`config.mk`:
```
export PLATFORM = sky130hd
export DESIGN_NAME = cbus_arbiter
export DESIGN_NICKNAME = d
export VERILOG_FILES = /design/src/rtl/cbus_arbiter.sv
export SDC_FILE = /design/constraint.sdc
export NUM_CORES = 1
export LEC_CHECK = 0
export BUFFER_PORTS_ARGS = -buffer_cell sky130_fd_sc_hd__buf_2
export CORE_AREA = 8 8 242 244
export DETAILED_ROUTE_END_ITERATION = 10
export DIE_AREA = 0 0 250 252
export SYNTH_ARGS = -nofsm -noshare
export SYNTH_HDL_FRONTEND = slang
export SYNTH_SLANG_ARGS = --single-unit
```
`constraint.sdc`:
```
create_clock -name clk -period 1.2 [get_ports clk]
set_input_delay 0.06 -clock clk [delete_from_list [all_inputs] [get_ports clk]]
set_output_delay 0.06 -clock clk [all_outputs]
set_load 0.01 [all_outputs]
```
`src/rtl/cbus_arbiter.sv`:
```
// cbus_arbiter: N-way arbiter that locks one upstream requester onto the single
// cbus master port for a whole transaction (including bursts) and routes the
// downstream response back to that requester only.
// Build option: define CBUS_ARBITER_ROUND_ROBIN_EN for round-robin selection;
// when undefined, selection is fixed priority with index 0 highest.
//
// state | meaning
// IDLE  | no grant held; outputs quiet; a winner is picked from ireq_valid
// BUSY  | grant locked to sel; forward request, route response until last beat
module cbus_arbiter #(
  parameter int NUM_INPUTS = 2,
  parameter int ADDR_W     = 64,
  parameter int DATA_W     = 64
) (
  input  logic                             clk,
  input  logic                             reset,
  input  logic [NUM_INPUTS-1:0]            ireq_valid,
  input  logic [NUM_INPUTS-1:0]            ireq_is_write,
  input  logic [3*NUM_INPUTS-1:0]          ireq_size,
  input  logic [ADDR_W*NUM_INPUTS-1:0]     ireq_addr,
  input  logic [(DATA_W/8)*NUM_INPUTS-1:0] ireq_strobe,
  input  logic [DATA_W*NUM_INPUTS-1:0]     ireq_data,
  input  logic [4*NUM_INPUTS-1:0]          ireq_len,
  input  logic [2*NUM_INPUTS-1:0]          ireq_burst,
  output logic [NUM_INPUTS-1:0]            iresp_ready,
  output logic [NUM_INPUTS-1:0]            iresp_last,
  output logic [DATA_W*NUM_INPUTS-1:0]     iresp_data,
  output logic                             oreq_valid,
  output logic                             oreq_is_write,
  output logic [2:0]                       oreq_size,
  output logic [ADDR_W-1:0]                oreq_addr,
  output logic [DATA_W/8-1:0]              oreq_strobe,
  output logic [DATA_W-1:0]                oreq_data,
  output logic [3:0]                       oreq_len,
  output logic [1:0]                       oreq_burst,
  input  logic                             oresp_ready,
  input  logic                             oresp_last,
  input  logic [DATA_W-1:0]                oresp_data
);

  localparam int STRB_W = DATA_W / 8;
  localparam int SEL_W  = (NUM_INPUTS > 1) ? $clog2(NUM_INPUTS) : 1;

  typedef enum logic [0:0] {IDLE, BUSY} state_t;

  state_t           state_q, state_d;
  logic [SEL_W-1:0] sel_q, sel_d;
  logic [SEL_W-1:0] win_idx;
  logic             win_found;

  // Per-port views of the flattened request buses so the mux indexes by sel.
  logic [2:0]        size_a   [NUM_INPUTS];
  logic [ADDR_W-1:0] addr_a   [NUM_INPUTS];
  logic [STRB_W-1:0] strobe_a [NUM_INPUTS];
  logic [DATA_W-1:0] data_a   [NUM_INPUTS];
  logic [3:0]        len_a    [NUM_INPUTS];
  logic [1:0]        burst_a  [NUM_INPUTS];

  for (genvar g = 0; g < NUM_INPUTS; g++) begin : g_unpack
    assign size_a[g]   = ireq_size[g*3 +: 3];
    assign addr_a[g]   = ireq_addr[g*ADDR_W +: ADDR_W];
    assign strobe_a[g] = ireq_strobe[g*STRB_W +: STRB_W];
    assign data_a[g]   = ireq_data[g*DATA_W +: DATA_W];
    assign len_a[g]    = ireq_len[g*4 +: 4];
    assign burst_a[g]  = ireq_burst[g*2 +: 2];
  end

  assign win_found = |ireq_valid;

  // Read data is broadcast; only the granted port sees ready/last, which qualifies it.
  assign iresp_data = {NUM_INPUTS{oresp_data}};

`ifdef CBUS_ARBITER_ROUND_ROBIN_EN
  logic [SEL_W-1:0] rr_q;
  logic [SEL_W:0]   cand;

  // Round-robin pick: first valid index scanning rr, rr+1, ... with wrap.
  // Scanning from the far end lets the nearest candidate overwrite the rest.
  always_comb begin
    win_idx = '0;
    cand    = '0;
    for (int i = NUM_INPUTS - 1; i >= 0; i--) begin
      cand = {1'b0, rr_q} + (SEL_W+1)'(i);
      if (cand >= (SEL_W+1)'(NUM_INPUTS)) begin
        cand = cand - (SEL_W+1)'(NUM_INPUTS);
      end
      if (ireq_valid[cand[SEL_W-1:0]]) begin
        win_idx = cand[SEL_W-1:0];
      end
    end
  end

  // Pointer moves to the slot after each winner at grant time.
  always_ff @(posedge clk) begin
    if (reset) begin
      rr_q <= '0;
    end else if (state_q == IDLE && win_found) begin
      rr_q <= (win_idx == SEL_W'(NUM_INPUTS - 1)) ? '0 : win_idx + 1'b1;
    end
  end
`else
  // Fixed priority pick: lowest valid index wins.
  always_comb begin
    win_idx = '0;
    for (int i = NUM_INPUTS - 1; i >= 0; i--) begin
      if (ireq_valid[i]) begin
        win_idx = SEL_W'(i);
      end
    end
  end
`endif

  // State and grant registers.
  always_ff @(posedge clk) begin
    if (reset) begin
      state_q <= IDLE;
      sel_q   <= '0;
    end else begin
      state_q <= state_d;
      sel_q   <= sel_d;
    end
  end

  // Next-state, request forwarding and response routing.
  always_comb begin
    state_d       = state_q;
    sel_d         = sel_q;
    oreq_valid    = 1'b0;
    oreq_is_write = 1'b0;
    oreq_size     = '0;
    oreq_addr     = '0;
    oreq_strobe   = '0;
    oreq_data     = '0;
    oreq_len      = '0;
    oreq_burst    = '0;
    iresp_ready   = '0;
    iresp_last    = '0;
    case (state_q)
      IDLE: begin
        if (win_found) begin
          state_d = BUSY;
          sel_d   = win_idx;
        end
      end
      BUSY: begin
        // A granted port dropping valid mid-transaction is a protocol error;
        // the grant is held and valid=0 is forwarded as-is.
        oreq_valid         = ireq_valid[sel_q];
        oreq_is_write      = ireq_is_write[sel_q];
        oreq_size          = size_a[sel_q];
        oreq_addr          = addr_a[sel_q];
        oreq_strobe        = strobe_a[sel_q];
        oreq_data          = data_a[sel_q];
        oreq_len           = len_a[sel_q];
        oreq_burst         = burst_a[sel_q];
        iresp_ready[sel_q] = oresp_ready;
        iresp_last[sel_q]  = oresp_last;
        if (oresp_ready && oresp_last) begin
          state_d = IDLE;
        end
      end
      default: state_d = IDLE;
    endcase
  end

endmodule

```
## Word level (Yosys, flattened, before mapping)

Index checks and enable logic that the tools add are counted.

| operators by class | value |
|---|---|
| muxes and demuxes | 39 |
| bitwise logic cells | 4 |
| reductions and logical operators | 4 |
| magnitude comparators | 3 |

Operator list:

| cell | count |
|---|---|
| $mux 64 | 8 |
| $mux 8 | 4 |
| $mux 4 | 4 |
| $mux 2 | 6 |
| $mux 3 | 4 |
| $mux 1 | 11 |
| $and 2x2->2 | 2 |
| $ge 2x2->1 const B | 1 |
| $logic_and 1x1->1 | 2 |
| $lt 1x2->1 const B | 1 |
| $not 1->2 | 1 |
| $pmux 1 s2 | 1 |
| $reduce_and 2->1 | 1 |
| $reduce_or 2->1 | 1 |
| $demux 1 s1 | 1 |
| $ge 1x1->1 const B | 1 |
| $not 1->1 | 1 |

| storage, ports and cells | value |
|---|---|
| flip-flop bits (word level) | 2 |
| bits of input ports | 362 |
| logic and storage cells | 52 |
| output and inout bits | 279 |

## Logic depth before layout (Yosys ltp)

| logic depth | value |
|---|---|
| depth after elaboration | 6 |
| depth in mapped cells | 5 |
| gate-level depth less buffers | 2 |

## Worst setup path before layout

OpenSTA, ideal clock, no wires.

| timing path | value |
|---|---|
| path kind | reg-to-output |
| from | reg state_q |
| to | out oreq_addr[0] |
| buffers on the path | 2 |
| cell stages (with the launch flop) | 5 |
| required time | 1140 ps |
| arrival | 982 ps |
| slack | 158 ps |
| cells stage by stage | dfxtp_1 inv_2 buf_4 clkbuf_1 nor2_1 |

| on the way | value |
|---|---|
| longest elaborated chain between the ends | 1 |

Ends and longest elaborated chain:

| element | RTL line | source |
|---|---|---|
| from (decl) | 46 | `state_t state_q, state_d;` |
| from (signal assigned) | 119 | `state_q <= state_d;` |
| $mux 64 | 138 | `case (state_q)` |
| to (decl) | 31 | `output logic [ADDR_W-1:0] oreq_addr,` |

Every way passes these cells.

## Worst setup path in the final report

| timing path | value |
|---|---|
| from | reg sel_q |
| to | out oreq_data[33] |

| on the way | value |
|---|---|
| longest elaborated chain between the ends | 5 |

Ends and longest elaborated chain:

| element | RTL line | source |
|---|---|---|
| from (decl) | 47 | `logic [SEL_W-1:0] sel_q, sel_d;` |
| from (signal assigned) | 120 | `sel_q <= sel_d;` |
| $not 1->2 (not written as such) | 153 | `oreq_data = data_a[sel_q];` |
| $mux 64 (not written as such) (3 in a row) | 153 |  |
| $mux 64 | 138 |  |
| to (decl) | 33 | `output logic [DATA_W-1:0] oreq_data,` |

Every way passes these cells. The select of a mux whose other input is x is not followed.

==> out/summary.txt <==
status: finished, violations left
failing checks: negative setup slack
syn nets: 829
Clock Sinks: 2
Clock transition at path regs: 30 ps
GRT overflow: 0
final setup fails: 152
design area: 6180 sq um
share of total power in combinational logic: 0.799
crit start category: flip-flop
DR pass1 iterations: 4
most frequent cells in the layout: buf_2 (441), nor2_1 (147), mux2i_1 (138)
crit end category: output pin
post-route ant nets: 0
FP Rows: 86
Layout Nets: 1173
hold crit path type: in -> reg
Crit Path Class: reg -> out
vias in the first global route: 4489
die height: 252 um
Root Buffer: clkbuf_16
dpl cell area: 5600 sq um
# DRC: 0
Max FO, Critical Path: 11
R2R Path End: sel_q$_SDFFE_PP0P_
top post-synthesis cells by area: mux2i_1 (44%), buf_4 (30%), nor2_1 (17%)
worst slew pin tran: 357 ps
CTS H-tree depth: 1
effective utilization at floorplan: 0.0610
Yosys top cell by area: mux2i_1
max-slew violation count: 0
Final period util: 1.26
number of vias per cell: 2.95
chip width: 250 um
fin util: 0.113
endpoint of the worst hold path: sel_q$_SDFFE_PP0P_
final hold vios: 0
first-pass GRT wire length: 27800 um
Cells after DPL: 1491
clock network fraction of total power: 0.175
Reg2Reg Launch Point: sel_q$_SDFFE_PP0P_
pwr dens: 479 nW/um^2
Total Wirelength: 22200 um
TritonCTS clock tree: done
#FFs+latches synth: 2
sequential element share of the synthesized area: 0.0120
Overall Global Routing Usage: 0.0570
Hold Path Depth: 2
total die area: 63000 sq um
DP Wirelength: 18600 um
Tmin final: 1520 ps
Netlist cell types: 15
P_leak: 3.08 nW
P_int: 0.00176 W
sequential power share: 0.027
Iteration-0 DRC Markers: 198
fin cells: 1515
sw power: 0.00120 W
YS warnings: 0
RSZ-0062 raised after global routing: yes
clk buf depth: 2
core area: 54700 sq um
final clock skew: 5.85 ps
Avg WL per Cell: 14.7 um
Reg2Reg Setup Slack: -30 ps
Max VDD drop: 349 uV
Req. time, crit path: 1140 ps
via count: 4475
arrival time at the worst endpoint: 1460 ps
GP Congestion: 0.920
largest net degree at the start of global routing: 74
switching share of power: 0.406
layout overhead on the synthesized area: 85.4%
fmax: 659 MHz
Reg2Reg Depth: 6
worst slack, placed: -84.1 ps
post-synth top area share: 0.441
initial antenna violation count: 2
count of buffers from port buffering: 448
relative slew slack: 0.762
final setup margin: -318 ps
# IOs: 641
Mapped Area: 3330 sq um
share of cells above drive strength 1: 0.641
startpoint of the worst hold path: ireq_valid[0]
Mapped Cells: 467
fillers: 6362
Avg Cell Area, Syn: 7.14 sq um
max cap viols: 0
most common cell after layout, fill and taps aside: buf_2
worst skew pair latency: 220 ps
CTS Buf Count: 3
==> how the worst max path moves through the flow <==
stage                             startpoint  slack [ps]             end
final                     sel_q$_SDFFE_PP0P_        -320   oreq_data[33]
after global routing      sel_q$_SDFFE_PP0P_        -370  oreq_strobe[0]
after CTS                 sel_q$_SDFFE_PP0P_        -320   oreq_data[44]
after detailed placement  sel_q$_SDFFE_PP0P_         -80   oreq_data[57]
after global placement    sel_q$_SDFFE_PP0P_         -70   oreq_data[44]
after floorplan           state_q$_SDFF_PP0_         160    oreq_addr[0]
==> per-stage QoR <==
stage	total power [W]	hold WS, ps	TNS (ps)
after floorplan	0.00154	126	0
after detailed placement	0.00219	120	-1620
after global placement	0.00218	120	-1130
final	0.00296	54.3	-38030
after global routing	0.00318	51.8	-47830
after CTS	0.00276	44.5	-32450
==> cell usage after synthesis <==
master / number
and3_1: 4
dfxtp_1: 2
nor2_1: 147
buf_8: 2
a221oi_2: 1
nand2b_1: 1
a311oi_1: 1
inv_1: 1
buf_2: 8
buf_6: 9
buf_4: 133
mux2i_1: 147
nor3_1: 1
inv_2: 1
clkbuf_1: 9
==> sequential cells by signal, indices dropped and copies added, names as in the netlist <==
signal,cells
sel_q,1
state_q,1
==> repair_timing <==
item,CTS,global route
gates resized for setup,13,54
setup endpoints to repair,151,151
buffers inserted,1,13
pin swaps,0,3
hold endpoints to repair,1,0
hold buffers,1,0
gates cloned,0,5
==> cells by family after synthesis <==
logic type | count (synthesis) | share of synthesized area
buffers and inverters | 163 | 0.363
and+or+nand+nor | 153 | 0.176
DFF | 2 | 0.0120
muxes | 147 | 0.441
AOI/OAI and AO/OA | 2 | 0.00713
==> layer usage <==
metal | wire (um) | track usage | up-vias | part of all wire
li1 | - | - | 2090 | -
met1 | 7170 | 0.0498 | 1895 | 0.32
met2 | 10600 | 0.0987 | 411 | 0.48
met3 | 3250 | 0.0375 | 79 | 0.15
met4 | 1200 | 0.0321 | 0 | 0.054
met5 | 0 | 0 | - | 0
==> critical path, stage by stage (launching register included) <==
cell	delay, ps
dfxtp_4	370
buf_12	120
clkbuf_16	190
mux2i_1	210
buf_4	140
nor2_1	40
buf_2	150
==> power by group through the flow <==
stage                     registers, W  clock network, W  logic [W]
after floorplan              0.0000770                 0    0.00147
after global placement       0.0000790                 0    0.00210
after detailed placement     0.0000793                 0    0.00211
after CTS                    0.0000785          0.000532    0.00215
after global routing         0.0000796          0.000542    0.00256
final                        0.0000791          0.000517    0.00237
==> final cells by class <==
| class | count | area, sq um | share of cell area |
|---|---|---|---|
| antenna | 1 | 2.50 | 0.000405 |
| inverter | 2 | 12.5 | 0.00202 |
| clock buffer | 4 | 78.8 | 0.0128 |
| multi-input combinational | 302 | 2150 | 0.347 |
| tap | 704 | 881 | 0.142 |
| timing repair buffer | 500 | 3020 | 0.488 |
| sequential | 2 | 43.8 | 0.00708 |
No activity file was read; power rests on OpenSTA's default activity.
